**src/rtl/contador_comparacoes.sv**
```systemverilog
// contador_comparacoes: debounced capture of the 4-bit comparator flags,
// with saturating per-outcome tallies and a short history for the LEDs.
module contador_comparacoes #(
   parameter int DEBOUNCE_CYCLES = 500000,
   parameter int CNT_W           = 8,
   parameter int HIST_DEPTH      = 4
) (
   input  logic                    CLOCK_50,
   input  logic                    reset,
   input  logic                    key_n,
   input  logic                    maior,
   input  logic                    igual,
   input  logic                    menor,
   output logic [CNT_W-1:0]        count_maior,
   output logic [CNT_W-1:0]        count_igual,
   output logic [CNT_W-1:0]        count_menor,
   output logic [2:0]              ultimo,
   output logic [3*HIST_DEPTH-1:0] historico,
   output logic                    captura,
   output logic                    erro
);

   localparam int CW = $clog2(DEBOUNCE_CYCLES);
   localparam int HW = 3 * HIST_DEPTH;
   localparam logic [CW-1:0] ULTIMO_CNT = CW'(DEBOUNCE_CYCLES - 1);

   typedef enum logic [1:0] {
      solto,
      filtra_aperto,
      apertado,
      filtra_soltura
   } estado_t;

   estado_t         estado;
   logic [CW-1:0]   cnt;
   logic            sync1;
   logic            key_s;
   logic            pend;
   logic [2:0]      amostra;
   logic            amostra_ok;

   assign amostra_ok = (amostra == 3'b100) ||
                       (amostra == 3'b010) ||
                       (amostra == 3'b001);

   // Flags are latched on entry to apertado and committed one edge later,
   // so captura and all updated outputs appear together.
   always_ff @(posedge CLOCK_50) begin
      if (reset) begin
         sync1       <= 1'b1;
         key_s       <= 1'b1;
         estado      <= solto;
         cnt         <= '0;
         pend        <= 1'b0;
         amostra     <= 3'b000;
         count_maior <= '0;
         count_igual <= '0;
         count_menor <= '0;
         ultimo      <= 3'b000;
         historico   <= '0;
         captura     <= 1'b0;
         erro        <= 1'b0;
      end else begin
         sync1   <= key_n;
         key_s   <= sync1;
         pend    <= 1'b0;
         captura <= 1'b0;

         unique case (estado)
            solto: begin
               if (!key_s) begin
                  estado <= filtra_aperto;
                  cnt    <= '0;
               end
            end
            filtra_aperto: begin
               if (key_s) begin
                  estado <= solto;
               end else if (cnt == ULTIMO_CNT) begin
                  estado  <= apertado;
                  pend    <= 1'b1;
                  amostra <= {maior, igual, menor};
               end else begin
                  cnt <= cnt + CW'(1);
               end
            end
            apertado: begin
               if (key_s) begin
                  estado <= filtra_soltura;
                  cnt    <= '0;
               end
            end
            filtra_soltura: begin
               if (!key_s) begin
                  estado <= apertado;
               end else if (cnt == ULTIMO_CNT) begin
                  estado <= solto;
               end else begin
                  cnt <= cnt + CW'(1);
               end
            end
            default: estado <= solto;
         endcase

         if (pend) begin
            captura <= 1'b1;
            if (amostra_ok) begin
               ultimo    <= amostra;
               historico <= HW'({historico, amostra});
               unique case (1'b1)
                  amostra[2]: begin
                     if (count_maior != '1)
                        count_maior <= count_maior + CNT_W'(1);
                  end
                  amostra[1]: begin
                     if (count_igual != '1)
                        count_igual <= count_igual + CNT_W'(1);
                  end
                  amostra[0]: begin
                     if (count_menor != '1)
                        count_menor <= count_menor + CNT_W'(1);
                  end
               endcase
            end else begin
               ultimo    <= 3'b000;
               historico <= HW'({historico, 3'b000});
               erro      <= 1'b1;
            end
         end
      end
   end

endmodule

```
**config.mk**
```make
export PLATFORM = sky130hd
export DESIGN_NAME = contador_comparacoes
export DESIGN_NICKNAME = d
export VERILOG_FILES = /design/src/rtl/contador_comparacoes.sv
export SDC_FILE = /design/constraint.sdc
export NUM_CORES = 1
export LEC_CHECK = 0
export ABC_AREA = 1
export BUFFER_PORTS_ARGS = -buffer_cell sky130_fd_sc_hd__buf_2
export CORE_MARGIN = 2
export CORE_UTILIZATION = 45
export CTS_CLUSTER_SIZE = 8
export DETAILED_ROUTE_END_ITERATION = 12
export MAX_ROUTING_LAYER = met4
export PLACE_DENSITY = 0.7
export SETUP_SLACK_MARGIN = 0.02
export SYNTH_ARGS = -nofsm -noshare
export SYNTH_HDL_FRONTEND = slang
export SYNTH_SLANG_ARGS = --single-unit
```
**constraint.sdc**
```tcl
create_clock -name CLOCK_50 -period 1.32 [get_ports CLOCK_50]
set_input_delay 0.198 -clock CLOCK_50 [delete_from_list [all_inputs] [get_ports CLOCK_50]]
set_output_delay 0.198 -clock CLOCK_50 [all_outputs]
set_load 0.01 [all_outputs]
```
* Word-level counts from Yosys, hierarchy flattened *
Cells that the tools add are included.

cells by class
  add/subtract/negate cells = 4
  equal/unequal tests = 16
  muxes and demuxes = 17
  bitwise gates (word level) = 3
  reductions and logical operators = 11

operators by type and width
  kind                   number
  $mux 19                5
  $pmux 19 s4            1
  $add 8x1->8 const B    3
  $ne 8x8->1 const B     3
  $reduce_and 4->1       5
  $add 19x1->19 const B  1
  $eq 19x19->1 const B   1
  $mux 2                 6
  $ne 2x2->1 const B     4
  $pmux 2 s4             1
  $mux 3                 2
  $ne 3x3->1 const B     2
  $eq 2x2->1 const B     2
  $eq 3x1->1 const B     1
  $eq 3x2->1 const B     1
  $eq 3x3->1 const B     1
  $not 1->1              3
  $reduce_and 3->1       1
  $reduce_or 3->1        1
  $eq 2x1->1 const B     1
  $logic_not 2->1        1
  $logic_or 1x1->1       2
  $mux 1                 2
  $reduce_and 2->1       1

word-level totals
  register bits = 68
  logic and storage cells = 64

* Depth between registers and ports, before layout *
Gate-level depths: netlist of the first run.

  depth in word-level cells = 5
  depth in mapped cells = 10
  depth with buffers taken out = 10

* Worst setup path after synthesis of the first run *
Ideal clock, no wire load.

  kind = reg2reg
  start point = register count_igual[1]
  end point = register count_igual[5]
  arrival time = 1.375 ns
  data required time = 1.202 ns
  setup slack = -0.173 ns
  stages on the path, launching flop included = 10
  buffers on the path = 1
  period minus slack after synthesis = 1.493 ns
  path through = dfxtp_1 -> ha_1 -> nand2_1 -> nor3_1 -> nand3_1 -> nand2_1 -> buf_2 -> o21ai_1 -> nand2_1 -> nor2_1

on the way
  word-level cells in the longest chain between the ends = 2
  elaborated cells between the ends (all ways) = 3
  those cells by class = add/sub: 1; eq/ne: 1; reduce/logical: 1

ends and longest elaborated chain
  element                                              line  RTL
  start: declaration                                   15    output logic [CNT_W-1:0] count_igual,
  start signal: assignment                             117   count_igual <= count_igual + CNT_W'(1);
  branches (longest 2 deep; another with $add 8x1->8)  -

Parallel ways; which one is timed is not known.
A chain may end at the register's enable or synchronous reset.

* Worst setup path after layout of the first run *
  start point = register cnt[0]
  end point = register pend

on the way
  word-level cells in the longest chain between the ends = 2

ends and longest elaborated chain
  element                   line  RTL
  start: declaration        35    logic [CW-1:0] cnt;
  start signal: assignment  84    cnt <= cnt + CW'(1);
  start signal: assignment  99    cnt <= cnt + CW'(1);
  $eq 19x19->1              79    end else if (cnt == ULTIMO_CNT) begin
  $mux 1                    79
  end signal: assignment    54    pend <= 1'b0;
  end signal: assignment    66    pend <= 1'b0;
  end signal: assignment    81    pend <= 1'b1;
  end: declaration          38    logic pend;

No other way between the ends.

==> results.sh, run 1 <==
export IMPL_grt_max_degree=35
export IMPL_hold_viol=0
export IMPL_cts_tree="built"
export IMPL_path_buf_inv=2
export IMPL_place_congestion=0.920
export IMPL_core_um2=7210
export IMPL_vias_per_cell=5.19
export IMPL_slowest_delay_ps=370
export IMPL_start_util_pct=46.1
export IMPL_grt_pass1_wl_um=15000
export IMPL_vias=3759
export IMPL_wire_per_inst_um=13.7
export IMPL_gr_total_overflow=0
export IMPL_clk_pin_slew_ps=70
export IMPL_dp_slack_ps=-137
export IMPL_power_leakage_nw=2.08
export IMPL_ant_nets=0
export IMPL_crit_path_frequent_cell="nand3_4"
export IMPL_wirelength_um=9890
export IMPL_cts_buffers=9
export IMPL_synthesis_nets=503
export IMPL_nets=630
export IMPL_avgSynthCellArea_um2=6.75
export IMPL_drc_errors=0
export IMPL_root_buffer="clkbuf_8"
export IMPL_clock_skew_ps=8.59
export IMPL_setup_ws_ps=-89.8
export IMPL_syn_inst=493
export IMPL_critPathTopFamily="simple AND/OR/NAND/NOR gates"
export IMPL_grt_usage_pct=23.0
export IMPL_drv_cap=0
export IMPL_finalCriticalPeriod_ps=1410
export IMPL_worstPathArrival_ps=1690
export IMPL_clk_latency_ps=350
export IMPL_die_h_um=90.0
export IMPL_antenna_found_initial=0
export IMPL_status="finished with violations"
export IMPL_drive_gt1_share_pct=47.8
export IMPL_worstMarginPinSlew_ps=352
export IMPL_drtPass1Iterations=5
export IMPL_synth_seq_cells=65
export IMPL_yosysUniqueCellTypes=35
export IMPL_hp_class="input port to register"
export IMPL_start_kind="register"
export IMPL_power_density_nw_per_um2=736
export IMPL_netlist_area_um2=3330
export IMPL_synth_warning_count=0
export IMPL_critPathKind="register to register"
export IMPL_ir_drop_v=0.000547
export IMPL_post_route_util_pct=69.9
export IMPL_cts_sinks=65
export IMPL_worstPathRequired_ps=1600
export IMPL_port_buffers=46
export IMPL_die_area_um2=8100
export IMPL_hpwl_um=6210
export IMPL_fp_dieW_um=90.0
export IMPL_clockBufferDepth=2
export IMPL_cts_hold_buf=0
export IMPL_setup_viol=32
export IMPL_violations="negative setup slack"
export IMPL_finalCritPeriodShare_pct=107
export IMPL_placement_rows=31
export IMPL_p_total_mw=3.71
export IMPL_fillerInstances=580
export IMPL_rsz0062_at_grt="yes"
export IMPL_whs_ps=28.5
export IMPL_timing_fmax_mhz=709
export IMPL_crit_chain="ha_4 > nand3_4 > inv_4 > nand3_4 > nor2_4 > nand3_4 > buf_4 > nor2_1"
export IMPL_report_final_slew_viol_count=0
export IMPL_yosysSeqAreaShare_pct=39.1
export IMPL_grt_pass1_vias=3322
export IMPL_h_tree_depth=3
export IMPL_areaGrowthSynthToFinish_pct=51.4
export IMPL_antenna_cells=0
export IMPL_slew_headroom_pct=76.4
export IMPL_cp_max_fo=7
export IMPL_cpMaxStageDelayCell="dfxtp_4"
export IMPL_pin_count=47
export IMPL_drt_iter0_markers=255
export IMPL_end_kind="register"
final cells by class:
cell class                 count  area (µm²)  share of cell area (%)
clock inverter                 6        58.8                    1.17
sequential                    65        1370                    27.1
multi-input combinational    361        2230                    44.3
tap                           99         124                    2.46
inverter                      53         216                    4.29
timing repair inverter         1        6.26                   0.124
clock buffer                  10         128                    2.53
timing repair buffer         129         908                    18.0
worst paths after layout:
kind                            start                to  slack, ps  depth (start not counted)
hold / removal                  key_n  sync1$_SDFF_PP1_         30                          2
hold reg to reg      sync1$_SDFF_PP1_  key_s$_SDFF_PP1_        430                          1
setup / recovery  cnt[0]$_SDFFE_PP0P_   pend$_SDFF_PP0_        -90                          8
setup reg to reg  cnt[0]$_SDFFE_PP0P_   pend$_SDFF_PP0_        -90                          8
flip-flops by register name, indices dropped and copies added (netlist names), named ones only:
| signal | flops |
|---|---|
| count_menor | 8 |
| count_igual | 8 |
| ultimo | 2 |
| captura | 1 |
| pend | 1 |
| count_maior | 8 |
| historico | 10 |
| amostra | 3 |
| erro | 1 |
| key_s | 1 |
| sync1 | 1 |
| estado | 1 |
| cnt | 19 |
worst register-to-register path: cells and delay by family (launching register included):
| family | cells | cell delay, ps |
|---|---|---|
| flops | 1 | 370 |
| buf+inv | 2 | 270 |
| fa+ha+maj | 1 | 150 |
| simple gates | 5 | 560 |
placed cells by master (no fill, tap or decap), types with 5 or more instances in the layout:
cell,n
nand2_2,23
buf_4,73
clkbuf_8,9
buf_2,46
nand3_1,19
nor2_1,68
a21oi_1,21
dfxtp_1,38
inv_1,36
nand2_1,84
nand2_4,6
buf_6,8
xor2_1,5
nand3_2,16
nor3_2,5
inv_2,12
o21ai_2,5
dfxtp_2,15
o21ai_0,22
nand4_1,13
nor2_2,12
dfxtp_4,12
a21oi_2,16
xnor2_1,5
nor2_4,11
cell families (layout without fill, tap and decap cells):
logic type      after synthesis  in the layout  synth area share, %
simple gates                276            277                 37.1
compound gates               70             70                 11.3
buf+inv                      68            199                 8.38
flops                        65             65                 39.1
xor+xnor                     10             10                 2.63
fa+ha+maj                     4              4                 1.50
stage by stage:
step           std cells  instance area (µm²)  TNS (ps)
2_1_floorplan        493                 3480     -23.0
3_3_place_gp         694                 4300      -788
3_5_place_dp         694                 4300     -2650
4_1_cts              716                 4690      -271
5_1_grt              724                 5040     -4440
6_report             724                 5040     -1420
metal layers:
layer	share of wire, %	vias up	GRT usage (%)
met5	0	-	-
met4	1.7	0	9.62
met3	4.2	14	3.27
met2	52	107	39.5
met1	42	1789	27.0
li1	-	1849	-
cells in the mapped netlist, drive strengths merged:
| master | instances | area share, % |
|---|---|---|
| nor3b | 1 | 0.23 |
| o21ai | 31 | 4.7 |
| xor2 | 5 | 1.3 |
| and3 | 1 | 0.19 |
| or2 | 4 | 0.75 |
| nor3 | 11 | 1.8 |
| nor4 | 1 | 0.38 |
| nand4 | 14 | 3.1 |
| nand2 | 113 | 13 |
| inv | 53 | 6.0 |
| nor2 | 91 | 11 |
| nand3 | 39 | 6.3 |
| a21oi | 37 | 6.2 |
| dfxtp | 65 | 39 |
| ha | 4 | 1.5 |
| buf | 9 | 1.7 |
| xnor2 | 5 | 1.3 |
| nand3b | 1 | 0.23 |
| o211ai | 1 | 0.23 |
| clkbuf | 6 | 0.68 |
| a31oi | 1 | 0.19 |
where the power goes:
| part | switching [mW] | internal (mW) |
|---|---|---|
| Sequential | 0.00201 | 1.94 |
| Combinational | 0.0772 | 0.0361 |
| Clock | 0.792 | 0.863 |
| Total | 0.872 | 2.84 |
timing repair:
item / 4_1_cts / 5_1_grt
endpoints found under the setup margin: 47 / 49
gates resized for setup: 56 / 86
pin swaps: 40 / 28
hold endpoints to repair: 0 / 0
setup buffers: 6 / 6
gates cloned: 0 / 2
Power figures use the tool's default switching activity.
==> run 2: changes to the inputs <==
Settings changed: RECOVER_POWER set to 50.
==> results.sh, run 2 (synthesis results as in run 1) <==
export IMPL_status="finished with violations"
export IMPL_violations="negative setup slack"
export IMPL_ant_nets=0
export IMPL_root_buffer="clkbuf_8"
export IMPL_die_h_um=90.0
export IMPL_reg_top3="cnt: 19 flops, historico: 10 flops"
export IMPL_grt_max_degree=35
export IMPL_clockBufferDepth=2
export IMPL_cts_tree="built"
export IMPL_setup_tns_ps=-1630
export IMPL_final_common_cell="nand2_1"
export IMPL_clk_pin_slew_ps=70
export IMPL_clock_skew_ps=7.90
export IMPL_power_leakage_nw=2.02
export IMPL_post_route_util_pct=69.6
export IMPL_worstPathArrival_ps=1640
export IMPL_drv_cap=0
export IMPL_cts_buffers=9
export IMPL_antenna_cells=0
export IMPL_nets=630
export IMPL_cts_hold_buf=0
export IMPL_die_area_um2=8100
export IMPL_placement_rows=31
export IMPL_slew_headroom_pct=64.7
export IMPL_cts_sinks=65
export IMPL_hpwl_um=6210
export IMPL_power_density_nw_per_um2=738
export IMPL_h_tree_depth=3
export IMPL_finalCriticalPeriod_ps=1410
export IMPL_clk_latency_ps=340
export IMPL_core_um2=7210
export IMPL_top_register="cnt"
export IMPL_fp_dieW_um=90.0
export IMPL_areaGrowthSynthToFinish_pct=50.7
export IMPL_hp_class="input port to register"
export IMPL_drive_gt1_share_pct=45.3
export IMPL_worstPathRequired_ps=1550
export IMPL_worstMarginPinSlew_ps=529
export IMPL_drc_errors=0
export IMPL_final_cell_mix="84 x nand2_1, 72 x buf_4, 68 x nor2_1"
export IMPL_setup_viol=34
export IMPL_hold_viol=0
export IMPL_grt_usage_pct=23.0
export IMPL_cp_max_fo=6
export IMPL_place_congestion=0.920
export IMPL_setup_ws_ps=-92.1
export IMPL_ir_drop_v=0.000546
export IMPL_grt_pass1_wl_um=15000
export IMPL_critPathKind="register to register"
export IMPL_wire_per_inst_um=13.7
export IMPL_rsz0062_at_grt="yes"
export IMPL_largest_reg_flops=19
export IMPL_vias=3777
export IMPL_start_util_pct=46.1
export IMPL_drtPass1Iterations=4
export IMPL_vias_per_cell=5.22
export IMPL_finalInstanceArea_um2=5020
export IMPL_end_kind="register"
export IMPL_pin_count=47
export IMPL_wirelength_um=9940
export IMPL_timing_fmax_mhz=708
export IMPL_gr_total_overflow=0
export IMPL_fillerInstances=589
export IMPL_grt_pass1_vias=3322
export IMPL_drt_iter0_markers=248
export IMPL_finalCritPeriodShare_pct=107
export IMPL_report_final_slew_viol_count=0
export IMPL_port_buffers=46
export IMPL_place_area_um2=4300
export IMPL_antenna_found_initial=0
export IMPL_start_kind="register"
run 2: what timing repair did:
item / in CTS / in global routing
cloned: 0 / 2
buffers inserted: 6 / 6
endpoints found under the hold margin: 0 / 0
resized for setup: 56 / 86
setup endpoints to repair: 47 / 49
pin swaps: 40 / 28
run 2: path summary, 6_finish.rpt:
| check | from | endpoint | slack [ps] | cells past startpoint |
|---|---|---|---|---|
| max reg2reg | cnt[11]$_SDFFE_PP0P_ | cnt[18]$_SDFFE_PP0P_ | -90 | 8 |
| min | key_n | sync1$_SDFF_PP1_ | 30 | 2 |
| min reg2reg | sync1$_SDFF_PP1_ | key_s$_SDFF_PP1_ | 430 | 1 |
| max | cnt[11]$_SDFFE_PP0P_ | cnt[18]$_SDFFE_PP0P_ | -90 | 8 |
run 2: metrics by stage:
stage / hold WS, ps / instances / total power, mW / setup WS, ps
global route: 31.1 / 724 / 3.82 / -175
detailed placement: 383 / 694 / 2.10 / -137
floorplan: 282 / 493 / 2.05 / -7.69
CTS: 25.7 / 716 / 3.71 / -35.3
global placement: 387 / 694 / 2.10 / -85.8
finish: 30.6 / 724 / 3.70 / -92.1
run 2: routing by layer:
layer | GRT usage, % | routed length [µm] | share of wire, % | vias up
met5 | - | 0 | 0 | -
met4 | 9.62 | 191 | 1.9 | 0
met2 | 39.5 | 5100 | 51 | 133
met1 | 27.0 | 4170 | 42 | 1774
met3 | 3.27 | 478 | 4.8 | 22
li1 | - | - | - | 1848
run 2: power by group:
group	internal, mW	total [mW]	switching (mW)
registers	1.94	1.94	0.00206
clock network	0.863	1.65	0.786
logic	0.0361	0.114	0.0775
run 2: critical path: stages (launching register included):
cell     delay [ps]
dfxtp_1         380
buf_4           170
nand2_1          70
nor2_1          200
nand3_2         130
nor2_2          150
nand2_1          70
nand2_2          60
a21oi_2          50
run 2: final cells by class:
type                       count  area, µm²  share of cell area (%)
clock buffer                  10        128                    2.54
clock inverter                 6       58.8                    1.17
inverter                      53        216                    4.31
multi-input combinational    361       2230                    44.5
sequential                    65       1360                    27.2
tap                           99        124                    2.47
timing repair buffer         129        888                    17.7
timing repair inverter         1       6.26                   0.125
==> run 3: changes to the inputs <==
Settings changed: ABC_AREA 1 to unset, PLACE_DENSITY 0.7 to 0.68.
==> results.sh, run 3 <==
export IMPL_status="finished with violations"
export IMPL_violations="negative setup slack"
export IMPL_report_final_slew_viol_count=0
export IMPL_wirelength_um=7450
export IMPL_yosys_area_top_type="dfxtp_1"
export IMPL_start_util_pct=46.0
export IMPL_root_buffer="clkbuf_8"
export IMPL_finalInstanceArea_um2=4430
export IMPL_power_density_nw_per_um2=817
export IMPL_drtPass1Iterations=4
export IMPL_yosysUniqueCellTypes=51
export IMPL_areaGrowthSynthToFinish_pct=53.4
export IMPL_end_kind="register"
export IMPL_cpMaxStageDelayCell="or4b_4"
export IMPL_cts_sinks=65
export IMPL_yosysSeqAreaShare_pct=45.0
export IMPL_antenna_cells=0
export IMPL_p_total_mw=3.62
export IMPL_setup_viol=38
export IMPL_critPathTopFamily="simple AND/OR/NAND/NOR gates"
export IMPL_clock_skew_ps=6.57
export IMPL_hold_viol=0
export IMPL_r2r_slack_ps=-580
export IMPL_slowest_delay_ps=550
export IMPL_drc_errors=0
export IMPL_cts_tree="built"
export IMPL_synth_compound_area_share_pct=11.3
export IMPL_synth_adder_area_share_pct=1.73
export IMPL_dp_slack_ps=-756
export IMPL_grt_max_degree=50
export IMPL_gr_total_overflow=0
export IMPL_grt_usage_pct=22.5
export IMPL_place_congestion=0.894
export IMPL_path_buf_inv=1
export IMPL_synth_xor_area_share_pct=8.79
export IMPL_crit_chain="or4b_4 > nor3_4 > nand3_1 > buf_4 > mux2i_1 > nor2_1"
export IMPL_worstPathRequired_ps=1540
export IMPL_critPathKind="register to register"
export IMPL_pin_count=47
export IMPL_reg_top3="cnt: 19 flops, historico: 10 flops"
export IMPL_antenna_found_initial=0
export IMPL_largest_reg_flops=19
export IMPL_timing_fmax_mhz=528
export IMPL_yosys_mux_area_fraction_pct=5.54
export IMPL_port_buffers=46
export IMPL_synthesis_nets=315
export IMPL_nets=446
export IMPL_clockBufferDepth=2
export IMPL_place_area_um2=3830
export IMPL_power_leakage_nw=1.91
export IMPL_synth_top_area_share_pct=45.0
export IMPL_synth_top_family_by_area="simple AND/OR/NAND/NOR gates"
export IMPL_drive_gt1_share_pct=52.4
export IMPL_die_h_um=84.1
export IMPL_setup_ws_ps=-575
export IMPL_whs_ps=37.3
export IMPL_slew_headroom_pct=65.9
export IMPL_vias=2712
export IMPL_start_kind="register"
export IMPL_yosysMostFrequentCell="dfxtp_1"
export IMPL_synth_ff_type="dfxtp_1"
export IMPL_synthSimpleGateAreaFrac_pct=24.4
export IMPL_wire_per_inst_um=14.4
export IMPL_rsz0062_at_grt="yes"
export IMPL_worstMarginPinSlew_ps=511
export IMPL_drv_cap=0
export IMPL_cts_buffers=9
export IMPL_ir_drop_v=0.000548
export IMPL_ant_nets=0
export IMPL_async_flop_share_pct=0
export IMPL_fp_dieW_um=84.1
export IMPL_final_cell_mix="64 x buf_4, 46 x buf_2, 44 x nor2_1"
export IMPL_finalCriticalPeriod_ps=1900
export IMPL_syn_inst=305
export IMPL_synth_area_leaders="dfxtp_1 45%, xor2_1 6.4%, nor2_1 5.8%, mux2i_1 5.5%, nand2_1 2.5%"
export IMPL_cp_max_fo=3
export IMPL_worstPathArrival_ps=2110
export IMPL_hp_class="input port to register"
export IMPL_synth_seq_cells=65
export IMPL_grt_pass1_wl_um=12500
export IMPL_h_tree_depth=3
export IMPL_core_um2=6280
export IMPL_drt_iter0_markers=174
export IMPL_hpwl_um=4790
export IMPL_die_area_um2=7080
export IMPL_vias_per_cell=5.24
export IMPL_finalCritPeriodShare_pct=144
export IMPL_clk_latency_ps=350
export IMPL_synth_edf_count=0
export IMPL_clk_pin_slew_ps=80
export IMPL_grt_pass1_vias=2635
export IMPL_netlist_area_um2=2890
export IMPL_top_register="cnt"
export IMPL_avgSynthCellArea_um2=9.47
export IMPL_final_common_cell="buf_4"
export IMPL_placement_rows=29
export IMPL_synth_warning_count=0
export IMPL_yosys_top_cells_count="65 x dfxtp_1, 45 x nor2_1, 21 x xor2_1, 19 x nand2_1, 16 x mux2i_1"
==> run 3: cell count changes after synthesis, moves of 7 or more <==
cell,before,now
a21oi_1,31,13
a31oi_1,1,8
inv_1,43,5
inv_2,10,0
mux2i_1,0,16
nand2_1,111,19
nand3_1,36,13
nor2_1,86,45
nor3_1,10,3
o21ai_0,26,7
xor2_1,5,21
==> run 3: report_power, final <==
part	leakage (nW)	internal (mW)	total, mW	switching [mW]
Combinational	1.29	0.0614	0.149	0.0872
Sequential	0.540	1.97	1.98	0.0127
Clock	0.0814	0.676	1.49	0.818
Total	1.91	2.70	3.62	0.918
==> run 3: area by class of cell <==
class,instances,area [µm²]
repair buffers,132,967
fillers,457,1850
flip-flops and latches,65,1350
inverters,5,21.3
well taps,77,96.3
clock buffers,9,124
multi-input cells,223,1830
clock inverters,7,46.3
==> run 3: worst reg2reg max path, stage by stage, from the launching register on <==
cell	delay, ps
dfxtp_2	330
or4b_4	550
nor3_4	270
nand3_1	200
buf_4	190
mux2i_1	170
nor2_1	60
==> run 3: cell families (layout without fill, tap and decap cells) <==
family / after synthesis / count (layout)
AND/OR/NAND/NOR: 128 / 128
AO/OA/AOI/OAI: 46 / 46
multiplexers: 16 / 16
adder cells (fa/ha/maj): 4 / 4
flip-flops: 65 / 65
buffers and inverters: 17 / 153
XOR/XNOR: 29 / 29
==> run 3: worst paths after layout <==
check / from / endpoint / depth (start not counted)
worst max-delay path: cnt[12]$_SDFFE_PP0P_ / register / 6
worst min-delay path: key_n / sync1$_SDFF_PP1_ / 2
worst max register to register: cnt[12]$_SDFFE_PP0P_ / register / 6
worst min register to register: sync1$_SDFF_PP1_ / key_s$_SDFF_PP1_ / 1
==> run 3: stage by stage <==
stage	cells	util, %	setup TNS [ps]
floorplan	305	-	-7460
global placement	486	61.0	-11470
detailed placement	486	61.0	-12530
CTS	514	67.7	-10490
global route	518	70.6	-14800
finish	518	70.6	-11100
==> run 3: layer usage <==
metal	global-route usage, %	vias up	share of wire [%]
met1	29.4	1279	45
met3	4.45	16	4.1
met5	-	-	0
met4	8.36	0	2.3
li1	-	1358	-
met2	34.6	59	49
==> run 3: what timing repair did <==
item / CTS / global route
hold buffers: 0 / 0
pin swaps: 20 / 23
resized for setup: 35 / 38
endpoints found under the setup margin: 45 / 49
setup buffers: 12 / 5
